File: src/rtl/ramio_arbiter_pkg.sv
// Shared types and constants for the ramio arbiter.
// FSM state encoding, port-count limit and the port-index width helper.
package ramio_arbiter_pkg;

  typedef enum logic [1:0] {
    IDLE  = 2'd0,
    ISSUE = 2'd1,
    WAIT  = 2'd2
  } state_e;

  localparam int MAX_PORT_COUNT = 8;

  // Index width for a given port count; never below one bit so vectors stay legal.
  function automatic int port_index_width(input int port_count);
    return (port_count < 2) ? 1 : $clog2(port_count);
  endfunction

endpackage

File: src/rtl/ramio_arbiter_picker.sv
// Combinational winner selection for the ramio arbiter.
// Default build: rotating priority starting at ptr, wrapping to port 0.
// With RAMIO_ARBITER_FIXED_PRIORITY_EN defined: lowest requesting index wins
// and ptr is ignored.
module ramio_arbiter_picker
  import ramio_arbiter_pkg::*;
#(
  parameter int PortCount         = 2,
  parameter int PortIndexBitWidth = port_index_width(PortCount)
) (
  input  logic [PortCount-1:0]         req,
  input  logic [PortIndexBitWidth-1:0] ptr,
  output logic [PortIndexBitWidth-1:0] winner,
  output logic                         valid
);

`ifdef RAMIO_ARBITER_FIXED_PRIORITY_EN

  logic ptr_unused;
  assign ptr_unused = ^ptr;

  // Scan from the top down so the lowest requesting index is the last to land.
  always_comb begin
    logic [PortIndexBitWidth-1:0] idx_w;
    winner = '0;
    valid  = 1'b0;
    idx_w  = '0;
    for (int i = PortCount - 1; i >= 0; i--) begin
      idx_w = i[PortIndexBitWidth-1:0];
      if (req[idx_w]) begin
        valid  = 1'b1;
        winner = idx_w;
      end
    end
  end

`else

  // First requester found scanning ptr, ptr+1, ... modulo PortCount.
  always_comb begin
    int                           idx;
    logic [PortIndexBitWidth-1:0] idx_w;
    winner = '0;
    valid  = 1'b0;
    idx    = 0;
    idx_w  = '0;
    for (int i = 0; i < PortCount; i++) begin
      idx = int'(ptr) + i;
      if (idx >= PortCount) idx = idx - PortCount;
      idx_w = idx[PortIndexBitWidth-1:0];
      if (!valid && req[idx_w]) begin
        valid  = 1'b1;
        winner = idx_w;
      end
    end
  end

`endif

endmodule

File: src/rtl/ramio_arbiter.sv
// N-port arbiter sharing one ramio command interface between several masters.
// One transaction is outstanding downstream at a time; read data and
// completion are routed back to the issuing port.
// Build option: RAMIO_ARBITER_FIXED_PRIORITY_EN selects fixed priority
// (port 0 highest) instead of round-robin.
//
// Handshake: a master holds m_enable high with stable operands until it sees
// its one-cycle m_accept pulse; m_busy stays high from accept until the
// transaction completes; reads also pulse m_data_out_ready with m_data_out
// valid in that cycle. Downstream, s_enable is a one-cycle registered pulse
// launched only when s_busy was low; completion is s_data_out_ready for reads
// and s_busy low (from the second WAIT cycle) for writes.
module ramio_arbiter
  import ramio_arbiter_pkg::*;
#(
  parameter int PortCount       = 2,
  parameter int AddressBitWidth = 32,
  parameter int DataBitWidth    = 32
) (
  input  logic                                 clk,
  input  logic                                 rst_n,
  input  logic [PortCount-1:0]                 m_enable,
  input  logic [PortCount*3-1:0]               m_read_type,
  input  logic [PortCount*2-1:0]               m_write_type,
  input  logic [PortCount*AddressBitWidth-1:0] m_address,
  input  logic [PortCount*DataBitWidth-1:0]    m_data_in,
  output logic [PortCount-1:0]                 m_accept,
  output logic [PortCount-1:0]                 m_busy,
  output logic [PortCount-1:0]                 m_data_out_ready,
  output logic [DataBitWidth-1:0]              m_data_out,
  output logic                                 s_enable,
  output logic [2:0]                           s_read_type,
  output logic [1:0]                           s_write_type,
  output logic [AddressBitWidth-1:0]           s_address,
  output logic [DataBitWidth-1:0]              s_data_in,
  input  logic [DataBitWidth-1:0]              s_data_out,
  input  logic                                 s_data_out_ready,
  input  logic                                 s_busy,
  output logic [1:0]                           dbg_state
);

  localparam int PortIndexBitWidth = port_index_width(PortCount);
  localparam logic [PortIndexBitWidth-1:0] LastPort = PortIndexBitWidth'(PortCount - 1);
  localparam logic [PortCount-1:0] OneHotBase = {{(PortCount-1){1'b0}}, 1'b1};

  state_e                       state;
  logic [PortIndexBitWidth-1:0] ptr;
  logic [PortIndexBitWidth-1:0] grant;
  logic                         grant_is_read;
  logic                         first_wait;

  logic [PortIndexBitWidth-1:0] pick_idx;
  logic                         pick_valid;
  logic [PortCount-1:0]         pick_onehot;
  logic [PortCount-1:0]         grant_onehot;
  logic [2:0]                   pick_read_type;

  assign pick_onehot    = OneHotBase << pick_idx;
  assign grant_onehot   = OneHotBase << grant;
  assign pick_read_type = m_read_type[pick_idx*3 +: 3];
  assign dbg_state      = state;

  ramio_arbiter_picker #(
    .PortCount         (PortCount),
    .PortIndexBitWidth (PortIndexBitWidth)
  ) u_picker (
    .req    (m_enable),
    .ptr    (ptr),
    .winner (pick_idx),
    .valid  (pick_valid)
  );

  // Arbitration FSM: latch a winner in IDLE, launch it in ISSUE, await completion in WAIT.
  always_ff @(posedge clk) begin
    if (!rst_n) begin
      state            <= IDLE;
      ptr              <= '0;
      grant            <= '0;
      grant_is_read    <= 1'b0;
      first_wait       <= 1'b0;
      m_accept         <= '0;
      m_busy           <= '0;
      m_data_out_ready <= '0;
      m_data_out       <= '0;
      s_enable         <= 1'b0;
      s_read_type      <= '0;
      s_write_type     <= '0;
      s_address        <= '0;
      s_data_in        <= '0;
    end else begin
      m_accept         <= '0;
      m_data_out_ready <= '0;
      case (state)
        IDLE: begin
          if (pick_valid) begin
            grant         <= pick_idx;
            grant_is_read <= |pick_read_type;
            s_read_type   <= pick_read_type;
            s_write_type  <= m_write_type[pick_idx*2 +: 2];
            s_address     <= m_address[pick_idx*AddressBitWidth +: AddressBitWidth];
            s_data_in     <= m_data_in[pick_idx*DataBitWidth +: DataBitWidth];
            m_accept      <= pick_onehot;
            m_busy        <= pick_onehot;
            // Launch immediately when ramio is already free.
            s_enable      <= ~s_busy;
            ptr           <= (pick_idx == LastPort) ? '0 : pick_idx + 1'b1;
            state         <= ISSUE;
          end
        end
        ISSUE: begin
          if (s_enable) begin
            s_enable   <= 1'b0;
            first_wait <= 1'b1;
            state      <= WAIT;
          end else begin
            s_enable <= ~s_busy;
          end
        end
        WAIT: begin
          first_wait <= 1'b0;
          if (grant_is_read) begin
            if (s_data_out_ready) begin
              m_data_out       <= s_data_out;
              m_data_out_ready <= grant_onehot;
              m_busy           <= '0;
              state            <= IDLE;
            end
          end else if (!first_wait && !s_busy) begin
            // ramio only raises s_busy the cycle after s_enable, so skip the first cycle.
            m_busy <= '0;
            state  <= IDLE;
          end
        end
        default: state <= IDLE;
      endcase
    end
  end

endmodule

File: config.mk
export PLATFORM = sky130hd
export DESIGN_NAME = ramio_arbiter
export DESIGN_NICKNAME = d
export VERILOG_FILES = /design/src/rtl/ramio_arbiter_pkg.sv /design/src/rtl/ramio_arbiter_picker.sv /design/src/rtl/ramio_arbiter.sv
export SDC_FILE = /design/constraint.sdc
export NUM_CORES = 1
export LEC_CHECK = 0
export ABC_CLOCK_PERIOD_IN_PS = 1550
export CORE_UTILIZATION = 25
export DETAILED_ROUTE_END_ITERATION = 8
export GPL_TIMING_DRIVEN = 0
export PLACE_DENSITY_LB_ADDON = 0.1
export SETUP_SLACK_MARGIN = 0.02
export SYNTH_ARGS = -nofsm -noshare
export SYNTH_HDL_FRONTEND = slang
export SYNTH_SLANG_ARGS = --single-unit
File: constraint.sdc
create_clock -name clk -period 1.55 [get_ports clk]
set_input_delay 0.2325 -clock clk [delete_from_list [all_inputs] [get_ports clk]]
set_output_delay 0.2325 -clock clk [all_outputs]
set_load 0.05 [all_outputs]
* Word level (Yosys, flattened, before mapping)
Index checks and enable logic that the tools add are counted.
** Storage, ports and cells
- Register bits :: 114
- Output and inout port bits :: 110
** Operators by class
- Add/subtract/negate cells :: 4
- Multiply operators :: 1
- $lt $le $gt $ge :: 4
- Equal/unequal tests :: 6
- Shift operators :: 6
- Muxes and demuxes :: 24
- Bitwise logic cells :: 1
- Reduce and logical (&&, ||, !) cells :: 18
** Operators by type and width (count)
- 64-bit by 7-bit indexed part select with 32-bit output :: 2
- 1-bit 2-to-1 mux :: 14
- 2-bit 2-to-1 mux :: 6
- 4-bit AND reduction :: 3
- 3-bit != test, second input constant :: 2
- 2-bit one-hot mux with 3 select lines :: 1
- 2-bit AND reduction :: 3
- 3-bit AND reduction :: 2
- 2-bit nonzero test :: 3
- 6-bit by 4-bit indexed part select with 3-bit output :: 1
- 1-bit by 2-bit < comparator with 1-bit output, second input constant :: 2
- 2-bit != test, second input constant :: 2
- 1-bit one-hot mux with 2 select lines :: 2
- 2-bit one-hot mux with 2 select lines :: 1
- 4-bit by 3-bit indexed part select with 2-bit output :: 1
- 1-bit by 1-bit left shift with 2-bit output, first input constant :: 2
- 1-bit zero test :: 3
- 1-bit by 2-bit multiplier with 3-bit output, second input constant :: 1
- 3-bit OR reduction :: 1
- 1-bit by 1-bit adder with 2-bit output, second input constant :: 1
- 2-bit by 1-bit equality test with 1-bit output, second input constant :: 1
- 2-bit equality test, second input constant :: 1
- 1-bit by 2-bit >= comparator with 1-bit output, second input constant :: 1
- 2-bit >= comparator, second input constant :: 1
- 5 further kinds :: 7

* Logic depth before layout (Yosys ltp)
Gate-level depths: netlist of the first run.
- Word-level depth :: 11
- Depth in mapped cells :: 6
- Depth with buffers taken out :: 4

* Hierarchy
A second synthesis of the first run with hierarchy kept.
** Second synthesis, totals
- Cells, all modules :: 507
- Area, all modules :: 4648.2 um^2
** By module, submodules not included
- ramio_arbiter :: instances 1, cells an instance 504, area an instance 4630.7 um^2
- ramio_arbiter_picker :: instances 1, cells an instance 3, area an instance 17.5 um^2

* Worst setup path before layout of the first run
Ideal clock, no wire load.
- Path kind :: register to register
- Start point :: register state[1], in the netlist dbg_state[1]
- End point :: register s_address[25]
- Library setup time :: 0.122 ns
- Data arrival time :: 1.661 ns
- Path slack :: -0.233 ns
- Cell stages (with the launch flop) :: 7
- Clock period less this slack :: 1.783 ns
- Path through :: dfxtp_1 > nor2_1 > and2_4 > buf_6 > buf_6 > and3_1 > a221o_1
** Between the ends
- Word-level cells in the longest chain between the ends :: 2
** Ends and longest elaborated chain
- start: declaration :: RTL line ramio_arbiter.sv:46 : state_e state;
- start signal: assignment :: RTL line ramio_arbiter.sv:76 : state <= IDLE;
- start signal: assignment :: RTL line ramio_arbiter.sv:107 : state <= ISSUE;
- start signal: assignment :: RTL line ramio_arbiter.sv:114 : state <= WAIT;
- 2-bit zero test :: RTL line ramio_arbiter.sv:93 : case (state)
- 2-bit AND reduction (no line)
- end signal: assignment :: RTL line ramio_arbiter.sv:100 : s_address <= m_address[pick_idx*AddressBitWidth +: AddressBitWidth];
- end: declaration :: RTL line ramio_arbiter.sv:34 : output logic [AddressBitWidth-1:0] s_address,
Every way passes these cells.
A chain may end at the register's enable or synchronous reset.

* Worst setup path after layout of the first run
- Start point :: register s_data_in[30]
- End point :: output s_data_in[30]
** RTL lines
- start: declaration :: RTL line ramio_arbiter.sv:35 : output logic [DataBitWidth-1:0] s_data_in,
- start signal: assignment :: RTL line ramio_arbiter.sv:101 : s_data_in <= m_data_in[pick_idx*DataBitWidth +: DataBitWidth];
No word-level cell between the ends.

==> flow_summary.json, run 1 <==
{
  "status": "complete, no violations",
  "worst_setup_path_end_kind": "output port",
  "routed_wirelength_um": 16600,
  "insertion_delay_ns": 0.42,
  "nets": 937,
  "globalplace.congestion": 0.848,
  "final_routed_wire_length_divided_by_cell_count_um": 16.8,
  "final.period_utilization_pct": 96.8,
  "timing.critical_path.fanout_max": 2,
  "worst_clock_skew_ns": 0.00737,
  "synth_edf_count": 0,
  "cts.sinks": 114,
  "grt.total_usage_pct": 19.1,
  "synthCells": 450,
  "placed_cell_area_um2": 7420,
  "postSynthAreaPerCell_um2": 9.51,
  "synthTopCellsByArea": "sky130_fd_sc_hd__dfxtp_1 53%, sky130_fd_sc_hd__a221o_1 8.2%, sky130_fd_sc_hd__nand2_1 7.0%",
  "mappedNetlistArea_um2": 4280,
  "combinationalPowerShare_pct": 22.7,
  "dpl.hpwl_um": 12400,
  "regToRegEndpoint": "s_address[22]",
  "cpMaxStageDelayCell": "sky130_fd_sc_hd__dlygate4sd2_1",
  "rows": 47,
  "crit_start": "s_data_in[30]",
  "swShare_pct": 29.4,
  "port_buffers": 285,
  "ys_seq_elements": 114,
  "ios": 286,
  "grt_antenna_before_repair": 1,
  "postSynth.topFlopCell": "sky130_fd_sc_hd__dfxtp_1",
  "timing.final.max_slew_violations": 0,
  "fraction_of_layout_instances_using_a_drive_strength_above_1_pct": 18.5,
  "share_clk_of_total_power_pct": 42.5,
  "reg2reg_setup_slack_ns": 0.09,
  "finalSetupViolCount": 0,
  "numCtsBuffers": 17,
  "critPathCapture": "s_data_in[30]",
  "power.internal_mw": 6.63,
  "design.die.area_um2": 17600,
  "clock_tree.root_cell": "sky130_fd_sc_hd__clkbuf_16",
  "crit_path_cell_trace": "dlygate4sd2_1",
  "slew_headroom_pct": 64.8,
  "initial_util_pct": 25.7,
  "die-height_um": 133,
  "regToRegStartpoint": "dbg_state[0]",
  "yosysWarnings": 0,
  "cp.required_ns": 1.32,
  "cp_num_buf_inv": 1,
  "largest_net_degree_at_the_start_of_global_routing": 17,
  "first_pass_grt_wire_length_um": 26000,
  "holdWs_ns": 0.363,
  "vias_per_cell": 4.70,
  "totalPowerFinal_mw": 9.40,
  "unrepaired_setup_endpoints_after_global_routing": "yes",
  "synth_top_cell_area_share_pct": 53.3,
  "power.density_nw_per_um2": 1190,
  "tritoncts": "built",
  "drv.max_cap_violation_count": 0,
  "pre_cts_slack_ns": -0.725,
  "hold_viol_final": 0,
  "worstMarginPinSlew_ns": 0.530,
  "num_antenna_cells": 0,
  "max_h_tree_level": 4,
  "timing.critical_path.arrival_ns": 1.27,
  "synth.most_common_cell": "sky130_fd_sc_hd__dfxtp_1",
  "core_area_um2": 16600,
  "finalCriticalPeriod_ns": 1.50,
  "dr.first_iter.drc_count": 243,
  "share_seq_of_total_power_pct": 34.7,
  "syn_nets": 626,
  "chipWidth_um": 133,
  "drc": 0,
  "gate_family_responsible_for_the_most_delay_along_the_worst_path": "buffers and inverters",
  "critPathMaxStageDelay_ns": 0.53,
  "post_synth_num_cell_types": 35,
  "synth_sequential_area_ratio_pct": 53.3,
  "number_of_cell_instances_on_the_worst_register_to_register_path": 5,
  "layout.cell_area.non_filler_um2": 7910,
  "num-fill-cells": 1567,
  "p_leak_nw": 3.31,
  "ir_worst_vdd_uv": 734,
  "first_global_vias": 4844,
  "globalRoute.totalOverflow": 0,
  "post-route-worst-setup-slack_ns": 0.0497,
  "timing_worst_setup_path_type": "reg -> out",
  "crit_cells": 1,
  "yosysTopAreaCell": "sky130_fd_sc_hd__dfxtp_1",
  "max_freq_mhz": 667,
  "routed-via-count": 4665,
  "areaGrowthSynthToFinish_pct": 84.9,
  "async_flop_share_pct": 0,
  "ys_top_cells_by_count": "114 x sky130_fd_sc_hd__dfxtp_1, 80 x sky130_fd_sc_hd__nand2_1, 51 x sky130_fd_sc_hd__a21oi_1, 36 x sky130_fd_sc_hd__and3_1, 35 x sky130_fd_sc_hd__a221o_1",
  "drt_first_pass_iters": 5,
  "post_route_antenna_net_violation_count": 0,
  "worst_hold_path_type": "in -> reg",
  "power_switching_mw": 2.77,
  "critical_path.startpoint_type": "flop",
  "cts.clk_slew.worst_paths_ns": 0.05,
  "clock_tree.buffer_depth": 2
}
layout by cell type, fill, tap and decap left out, types with 3 or more instances in the layout:
cell type / Yosys / routed
sky130_fd_sc_hd__a21oi_1: 51 / 51
sky130_fd_sc_hd__a221o_1: 35 / 35
sky130_fd_sc_hd__a222oi_1: 18 / 18
sky130_fd_sc_hd__a22oi_1: 13 / 13
sky130_fd_sc_hd__and3_1: 36 / 36
sky130_fd_sc_hd__buf_2: 14 / 7
sky130_fd_sc_hd__buf_4: 0 / 10
sky130_fd_sc_hd__buf_6: 5 / 6
sky130_fd_sc_hd__bufinv_16: 0 / 3
sky130_fd_sc_hd__clkbuf_1: 17 / 11
sky130_fd_sc_hd__clkbuf_16: 0 / 17
sky130_fd_sc_hd__clkbuf_2: 0 / 55
sky130_fd_sc_hd__clkbuf_4: 0 / 4
sky130_fd_sc_hd__clkdlybuf4s15_1: 0 / 43
sky130_fd_sc_hd__clkdlybuf4s15_2: 0 / 11
sky130_fd_sc_hd__clkdlybuf4s50_1: 0 / 172
sky130_fd_sc_hd__clkinvlp_4: 0 / 3
sky130_fd_sc_hd__dfxtp_1: 114 / 110
sky130_fd_sc_hd__dfxtp_4: 0 / 3
sky130_fd_sc_hd__dlygate4sd2_1: 0 / 9
sky130_fd_sc_hd__mux2i_1: 3 / 3
sky130_fd_sc_hd__nand2_1: 80 / 80
sky130_fd_sc_hd__nor2_1: 30 / 28
sky130_fd_sc_hd__nor2_4: 2 / 3
sky130_fd_sc_hd__nor3_1: 3 / 3
sky130_fd_sc_hd__o21ai_0: 5 / 5
routing by layer:
layer	share of wire [%]	track usage (%)	vias to the layer above
met5	0.078	0	-
met4	2.5	8.68	2
met3	9.1	7.78	28
met2	47	31.6	214
met1	41	21.4	2140
li1	-	-	2281
per-stage QoR:
step                setup TNS [ns]  utilization, %  std cells
CTS                              0            48.3        989
global placement            -47.65            44.6        955
detailed placement          -48.87            44.6        955
floorplan                        0               -        450
global route                     0            47.5        993
finish                           0            47.5        993
cells by family (layout without fill, tap and decap cells):
group	Yosys count	after routing	synth area share, %
DFF	114	114	53.3
AOI/OAI and AO/OA	132	132	23.4
muxes	4	4	0.965
buffers and inverters	40	362	4.80
and+or+nand+nor	160	161	17.5
cell type report:
class	count	area, µm²	area share (%)
inverter	3	13.8	0.174
sequential	114	2290	29.0
clock buffer	22	464	5.87
timing repair buffer	292	2690	33.9
clock inverter	9	131	1.66
tap	220	275	3.48
multi-input combinational	297	1820	23.0
buffer	36	228	2.88
power by group through the flow:
stage	combinational (mW)	clock, mW	sequential [mW]
2_1_floorplan	0.518	0	4.00
3_3_place_gp	2.21	0	3.31
3_5_place_dp	2.23	0	3.32
4_1_cts	2.16	4.09	3.26
5_1_grt	2.27	4.24	3.29
6_report	2.14	4.00	3.26
state kept, by name, indices dropped and copies added (netlist names), 2 cells and up:
signal,count
dbg_state,2
s_data_in,32
m_busy,2
s_write_type,2
s_read_type,3
m_data_out,32
s_address,32
m_accept,2
m_data_out_ready,2
worst min path at each step:
| stage | from | to | slack, ns | cells past startpoint |
|---|---|---|---|---|
| 5_1_grt | m_data_in[28] | s_data_in[28] | 0.36 | 3 |
| 3_3_place_gp | m_data_out[5] | m_data_out[5] | 0.44 | 2 |
| 6_report | rst_n | s_enable | 0.36 | 3 |
| 2_1_floorplan | s_busy | s_enable | 0.32 | 1 |
| 4_1_cts | m_data_in[21] | s_data_in[21] | 0.34 | 3 |
| 3_5_place_dp | m_data_out[0] | m_data_out[0] | 0.45 | 2 |
timing repair:
action / 4_1_cts / 5_1_grt
buffers inserted: 4 / 3
resized for setup: 199 / 107
gates cloned: 0 / 1
hold buffers: 0 / 0
pin swaps: 4 / 7
setup endpoints to repair: 202 / 172
Power figures use the tool's default switching activity.
==> run 2: changes to the inputs <==
--- a/config.mk
+++ b/config.mk
@@ -11,6 +11,8 @@
 export GPL_TIMING_DRIVEN = 0
 export PLACE_DENSITY_LB_ADDON = 0.1
 export SETUP_SLACK_MARGIN = 0.02
+export SLEW_MARGIN = 20
 export SYNTH_ARGS = -nofsm -noshare
 export SYNTH_HDL_FRONTEND = slang
+export SYNTH_HIERARCHICAL = 1
 export SYNTH_SLANG_ARGS = --single-unit
==> run 2 against run 1 <==
  * The run now ends with design-rule violations left
  * Clock power down 2%
  * First-iteration DRC count down 39%
  * Cell count up 6.8%
  * Non-clock buffer count up 9
  * Critical path type unchanged
  * Sequential power about the same
==> flow_summary.json, run 2 <==
{
  "swShare_pct": 32.0,
  "routed-via-count": 4823,
  "globalRoute.totalOverflow": 0,
  "finalSetupViolCount": 0,
  "regToRegEndpoint": "m_busy[1]",
  "hold_viol_final": 0,
  "timing.critical_path.fanout_max": 2,
  "timing.critical_path.arrival_ns": 1.26,
  "synth_edf_count": 0,
  "insertion_delay_ns": 0.41,
  "post_route_antenna_net_violation_count": 0,
  "first_pass_grt_wire_length_um": 25100,
  "slew_headroom_pct": 63.2,
  "critical_path.startpoint_type": "flop",
  "cp_num_buf_inv": 1,
  "clock_tree.root_cell": "sky130_fd_sc_hd__clkbuf_16",
  "share_seq_of_total_power_pct": 33.8,
  "numCtsBuffers": 17,
  "cts.sinks": 114,
  "final_core_utilization_pct": 47.0,
  "holdBufCountCts": 0,
  "critPathMaxStageDelay_ns": 0.53,
  "cts.clk_slew.worst_paths_ns": 0.06,
  "clock_tree.buffer_depth": 2,
  "combinationalPowerShare_pct": 25.7,
  "hold_path_depth": 3,
  "crit_path_cell_trace": "dlygate4sd2_1",
  "worst_clock_skew_ns": 0.00614,
  "mappedNetlistArea_um2": 4650,
  "port_buffers": 285,
  "gate_family_responsible_for_the_most_delay_along_the_worst_path": "buffers and inverters",
  "globalplace.congestion": 0.811,
  "crit_cells": 1,
  "die-height_um": 138,
  "power_switching_mw": 3.11,
  "postSynthAreaPerCell_um2": 9.17,
  "grt_busiest_layer": "met2",
  "most_common_cell_after_layout_fill_and_taps_aside": "sky130_fd_sc_hd__clkdlybuf4s50_1",
  "initial_util_pct": 25.7,
  "dpl.hpwl_um": 12200,
  "violations": "design-rule violations",
  "drv.max_cap_violation_count": 0,
  "ir_worst_vdd_uv": 707,
  "max_h_tree_level": 4,
  "cpMaxStageDelayCell": "sky130_fd_sc_hd__dlygate4sd2_1",
  "post_synth_num_cell_types": 30,
  "fraction_of_layout_instances_using_a_drive_strength_above_1_pct": 21.8,
  "grt_util_met3_pct": 6.17,
  "synth.most_common_cell": "sky130_fd_sc_hd__dfxtp_1",
  "status": "complete, but fails checks",
  "power.density_nw_per_um2": 1140,
  "max_freq_mhz": 671,
  "regToRegStartpoint": "dbg_state[0]",
  "largest_net_degree_at_the_start_of_global_routing": 17,
  "grt_antenna_before_repair": 0,
  "yosysTopAreaCell": "sky130_fd_sc_hd__dfxtp_1",
  "grt_use_met2_pct": 27.7,
  "worst_setup_path_end_kind": "output port",
  "areaGrowthSynthToFinish_pct": 82.9,
  "synth_top_cell_area_share_pct": 49.1,
  "postSynth.topFlopCell": "sky130_fd_sc_hd__dfxtp_1",
  "tritoncts": "built",
  "async_flop_share_pct": 0,
  "synthCells": 507,
  "drt_first_pass_iters": 7,
  "nets": 995,
  "timing_worst_setup_path_type": "reg -> out",
  "unrepaired_setup_endpoints_after_global_routing": "yes",
  "share_clk_of_total_power_pct": 40.5,
  "timing.final.max_slew_violations": 0,
  "groute.layer.met1.usage_pct": 19.6,
  "vias_per_cell": 4.55,
  "ys_top_cells_by_count": "114 x sky130_fd_sc_hd__dfxtp_1, 72 x sky130_fd_sc_hd__nor2_1, 70 x sky130_fd_sc_hd__a211oi_1, 70 x sky130_fd_sc_hd__mux2i_1, 69 x sky130_fd_sc_hd__nand2_1",
  "power.internal_mw": 6.60,
  "core_area_um2": 18100,
  "ys_seq_elements": 114,
  "finalCriticalPeriod_ns": 1.49,
  "p_leak_nw": 3.35,
  "num_antenna_cells": 0,
  "crit_start": "s_data_in[1]",
  "worstMarginPinSlew_ns": 0.552,
  "synthTopCellsByArea": "sky130_fd_sc_hd__dfxtp_1 49%, sky130_fd_sc_hd__mux2i_1 15%, sky130_fd_sc_hd__a211oi_1 11%",
  "layout_common_cells": "175 x sky130_fd_sc_hd__clkdlybuf4s50_1, 111 x sky130_fd_sc_hd__dfxtp_1, 72 x sky130_fd_sc_hd__nor2_1, 69 x sky130_fd_sc_hd__nand2_1, 62 x sky130_fd_sc_hd__clkbuf_2",
  "dr.first_iter.drc_count": 148,
  "final_routed_wire_length_divided_by_cell_count_um": 15.2,
  "reg2reg_setup_slack_ns": 0.09,
  "largestRegisters": "m_data_out x32, s_address x32, s_data_in x32",
  "critPathCapture": "s_data_in[1]",
  "number_of_cell_instances_on_the_worst_register_to_register_path": 7,
  "syn_nets": 683,
  "final.period_utilization_pct": 96.1,
  "post-route-worst-setup-slack_ns": 0.0605,
  "pre_cts_slack_ns": -0.667,
  "rows": 49,
  "cp.required_ns": 1.32,
  "chipWidth_um": 138,
  "worst_hold_path_type": "in -> reg",
  "yosysWarnings": 6,
  "first_global_vias": 4782,
  "routed_wirelength_um": 16100,
  "drc": 38,
  "design.die.area_um2": 19100,
  "holdWs_ns": 0.366,
  "synth_sequential_area_ratio_pct": 49.1,
  "ios": 286,
  "grt.total_usage_pct": 16.8,
  "fin_setup_tns_ns": 0
}
==> run 2: changes by cell type in the layout (fill, tap and decap cells not counted), moves of 11 or more <==
cell / before / now
sky130_fd_sc_hd__nor2_1: 28 / 72
sky130_fd_sc_hd__a211oi_2: 0 / 11
sky130_fd_sc_hd__a222oi_1: 18 / 0
sky130_fd_sc_hd__a221o_1: 35 / 0
sky130_fd_sc_hd__mux2i_1: 3 / 59
sky130_fd_sc_hd__nand2_1: 80 / 69
sky130_fd_sc_hd__a22oi_1: 13 / 1
sky130_fd_sc_hd__a211oi_1: 0 / 59
sky130_fd_sc_hd__and3_1: 36 / 2
sky130_fd_sc_hd__a21oi_1: 51 / 37
sky130_fd_sc_hd__clkdlybuf4s15_2: 11 / 22
==> run 2: tightest hold or removal path, delay by kind of cell <==
kind / cells / cell delay [ns]
and+or+nand+nor: 1 / 0.05
AOI/OAI and AO/OA: 1 / 0.05
buffers and inverters: 1 / 0.40
==> run 2: timing repair <==
action / CTS / global route
resized for setup: 249 / 120
cloned: 0 / 2
setup buffers: 5 / 2
pin swaps: 0 / 3
endpoints found under the hold margin: 0 / 0
setup endpoints to repair: 222 / 151
==> run 2: metal layers <==
metal | part of all wire [%] | vias to the layer above
met5 | 0 | -
met4 | 1.7 | 0
met3 | 9.1 | 18
met2 | 48 | 195
met1 | 42 | 2194
li1 | - | 2416
==> run 2: kinds of logic after synthesis <==
kind of cell,synth area share (%)
compound gates,16.2
flops,49.1
mux,15.1
buf+inv,4.93
simple gates,14.7
==> run 2: layout make-up <==
| cell class | instances | area (µm²) |
|---|---|---|
| clock inverters | 15 | 171 |
| fillers | 1726 | 9590 |
| multi-input cells | 346 | 2270 |
| inverters | 3 | 11.3 |
| plain buffers | 43 | 320 |
| repair buffers | 294 | 2730 |
| clock buffers | 17 | 425 |
| flip-flops and latches | 114 | 2290 |
| well taps | 229 | 287 |
==> run 2: worst min path at each step <==
stage	start	end
floorplan	s_data_out[0]	m_data_out[0]
global placement	grant	m_data_out_ready[0]
detailed placement	grant	m_data_out_ready[0]
CTS	s_data_out[14]	m_data_out[14]
global route	s_data_out[2]	m_data_out[2]
finish	s_data_out[14]	m_data_out[14]
==> run 2: power groups by stage <==
stage	logic, mW	clock network [mW]	registers [mW]
final	2.50	3.93	3.28
after global routing	2.65	4.19	3.31
after CTS	2.45	4.03	3.29
after detailed placement	2.48	0	3.34
after global placement	2.47	0	3.33
after floorplan	0.644	0	4.09
==> run 2: stage by stage <==
| stage | cell area [µm²] | power, mW | std cells |
|---|---|---|---|
| 3_5_place_dp | 7790 | 5.83 | 1021 |
| 2_1_floorplan | 4650 | 4.73 | 507 |
| 6_report | 8500 | 9.71 | 1061 |
| 5_1_grt | 8500 | 10.1 | 1061 |
| 3_3_place_gp | 7790 | 5.81 | 1021 |
| 4_1_cts | 8500 | 9.77 | 1058 |
==> run 3: changes to the inputs <==
--- a/config.mk
+++ b/config.mk
@@ -5,7 +5,7 @@
 export SDC_FILE = /design/constraint.sdc
 export NUM_CORES = 1
 export LEC_CHECK = 0
-export ABC_CLOCK_PERIOD_IN_PS = 1550
+export ABC_CLOCK_PERIOD_IN_PS = 1250
 export CORE_UTILIZATION = 25
 export DETAILED_ROUTE_END_ITERATION = 8
 export GPL_TIMING_DRIVEN = 0
==> constraint.sdc (replaced) <==
create_clock -name clk -period 1.25 [get_ports clk]
set_input_delay 0.1875 -clock clk [delete_from_list [all_inputs] [get_ports clk]]
set_output_delay 0.1875 -clock clk [all_outputs]
set_load 0.05 [all_outputs]
==> run 3 against run 2 <==
  * The run ends with design-rule violations, negative setup slack left
  * Sequential share of layout area decreased by 3.5 points
  * Non-clock buffer count increased by 36
  * Clock power rose by 19%
  * Clock-buffer cell count is 4 higher
  * Cell count is 3.3% higher
  * Register-to-register slack worse by 0.31 ns
  * Routed wire length grew 15%
  * Hold slack lost 0.035 ns
  * Total power grew 29%
==> flow_summary.json, run 3 (synthesized netlist as in run 2, its figures left out) <==
{
  "final_routed_wire_length_divided_by_cell_count_um": 16.9,
  "nets": 1031,
  "holdWs_ns": 0.331,
  "die-height_um": 138,
  "routed-via-count": 5072,
  "largest_net_degree_at_the_start_of_global_routing": 17,
  "power.internal_mw": 8.63,
  "layout_common_cells": "174 x sky130_fd_sc_hd__clkdlybuf4s50_1, 111 x sky130_fd_sc_hd__dfxtp_1, 64 x sky130_fd_sc_hd__nor2_1, 47 x sky130_fd_sc_hd__clkbuf_4, 45 x sky130_fd_sc_hd__a211oi_1",
  "vias_per_cell": 4.63,
  "worstMarginPinSlew_ns": 0.569,
  "drc": 34,
  "dpl.hpwl_um": 12900,
  "design.die.area_um2": 19100,
  "worst_clock_skew_ns": 0.00764,
  "globalplace.congestion": 0.707,
  "status": "complete, but fails checks",
  "num_antenna_cells": 0,
  "cp.required_ns": 1.56,
  "unrepaired_setup_endpoints_after_global_routing": "yes",
  "timing.critical_path.fanout_max": 8,
  "ir_worst_vdd_uv": 916,
  "combinationalPowerShare_pct": 29.8,
  "core_area_um2": 18100,
  "chipWidth_um": 138,
  "timing.critical_path.arrival_ns": 1.78,
  "clock_tree.buffer_depth": 2,
  "p_leak_nw": 3.85,
  "most_common_cell_after_layout_fill_and_taps_aside": "sky130_fd_sc_hd__clkdlybuf4s50_1",
  "final.period_utilization_pct": 118,
  "drt_first_pass_iters": 6,
  "routed_wirelength_um": 18500,
  "ios": 286,
  "share_seq_of_total_power_pct": 32.7,
  "grt_antenna_before_repair": 0,
  "swShare_pct": 30.9,
  "grt.total_usage_pct": 18.8,
  "initial_util_pct": 25.7,
  "finalCriticalPeriod_ns": 1.47,
  "hold_viol_final": 0,
  "cts.sinks": 114,
  "drv.max_cap_violation_count": 0,
  "max_freq_mhz": 680,
  "cts.clk_slew.worst_paths_ns": 0.05,
  "globalRoute.totalOverflow": 0,
  "insertion_delay_ns": 0.41,
  "post-route-worst-setup-slack_ns": -0.220,
  "timing_worst_setup_path_type": "reg -> reg",
  "rows": 49,
  "finalSetupViolCount": 112,
  "tritoncts": "built",
  "clock_tree.root_cell": "sky130_fd_sc_hd__clkbuf_16",
  "post_route_antenna_net_violation_count": 0,
  "worst_setup_path_end_kind": "flop",
  "max_h_tree_level": 4,
  "port_buffers": 285,
  "first_pass_grt_wire_length_um": 27900,
  "slew_headroom_pct": 62.1,
  "dr.first_iter.drc_count": 151,
  "largestRegisters": "m_data_out x32, s_address x32, s_data_in x32",
  "violations": "design-rule violations, negative setup slack",
  "worst_hold_path_type": "in -> reg",
  "timing.final.max_slew_violations": 0,
  "power.density_nw_per_um2": 1270,
  "power_switching_mw": 3.86,
  "areaGrowthSynthToFinish_pct": 111,
  "share_clk_of_total_power_pct": 37.5,
  "numCtsBuffers": 17,
  "critical_path.startpoint_type": "flop",
  "fin_setup_tns_ns": -14.86,
  "first_global_vias": 5171,
  "fraction_of_layout_instances_using_a_drive_strength_above_1_pct": 40.7
}
## run 3: per-layer routing
metal,part of all wire [%],global-route usage [%],up-vias
li1,-,-,2492
met2,51,33.0,174
met4,0.69,6.27,0
met1,41,21.1,2400
met3,7.3,6.37,6
met5,0,0,-
## run 3: worst paths after layout
path / startpoint / endpoint / slack (ns) / cells past startpoint
setup / recovery: dbg_state[0] / s_address[4] / -0.22 / 7
hold / removal: s_data_out[9] / m_data_out[9] / 0.33 / 3
setup reg to reg: dbg_state[0] / s_address[4] / -0.22 / 7
hold reg to reg: m_data_out[31] / m_data_out[31] / 0.45 / 2
## run 3: worst max-delay path: stages, from the launching register on
cell	delay, ns
sky130_fd_sc_hd__dfxtp_4	0.35
sky130_fd_sc_hd__buf_8	0.13
sky130_fd_sc_hd__nor3b_4	0.21
sky130_fd_sc_hd__buf_6	0.17
sky130_fd_sc_hd__buf_12	0.15
sky130_fd_sc_hd__clkbuf_16	0.15
sky130_fd_sc_hd__nor2_1	0.03
sky130_fd_sc_hd__a211oi_1	0.17
## run 3: power groups by stage
stage / logic, mW / clock network [mW] / registers [mW]
floorplan: 0.883 / 0 / 5.06
global placement: 3.16 / 0 / 4.13
detailed placement: 3.18 / 0 / 4.15
CTS: 3.35 / 4.79 / 4.07
global route: 3.92 / 4.96 / 4.12
finish: 3.72 / 4.68 / 4.08
## run 3: metrics by stage
| stage | power, mW | cell area, µm² | std cells | setup WS (ns) | util, % |
|---|---|---|---|---|---|
| floorplan | 5.95 | 4840 | 507 | -0.188 | - |
| global placement | 7.29 | 7980 | 1021 | -0.939 | 44.1 |
| finish | 12.5 | 9800 | 1096 | -0.220 | 54.2 |
| detailed placement | 7.32 | 7980 | 1021 | -0.976 | 44.1 |
| global route | 13.0 | 9800 | 1096 | -0.287 | 54.2 |
| CTS | 12.2 | 8950 | 1082 | -0.192 | 49.5 |
## run 3: area by class of cell
cell class | instances | area (µm²)
Clock inverter | 10 | 108
Fill cell | 1604 | 8280
Inverter | 3 | 11.3
Sequential cell | 114 | 2290
Clock buffer | 21 | 460
Timing Repair Buffer | 331 | 3250
Buffer | 42 | 543
Tap cell | 229 | 287
Multi-Input combinational cell | 346 | 2850
## run 3: timing repair
action / 4_1_cts / 5_1_grt
buffers inserted: 22 / 7
gates resized for setup: 712 / 194
setup endpoints to repair: 223 / 179
endpoints found under the hold margin: 0 / 0
hold buffers: 0 / 0
pin swaps: 45 / 63
gates cloned: 10 / 8
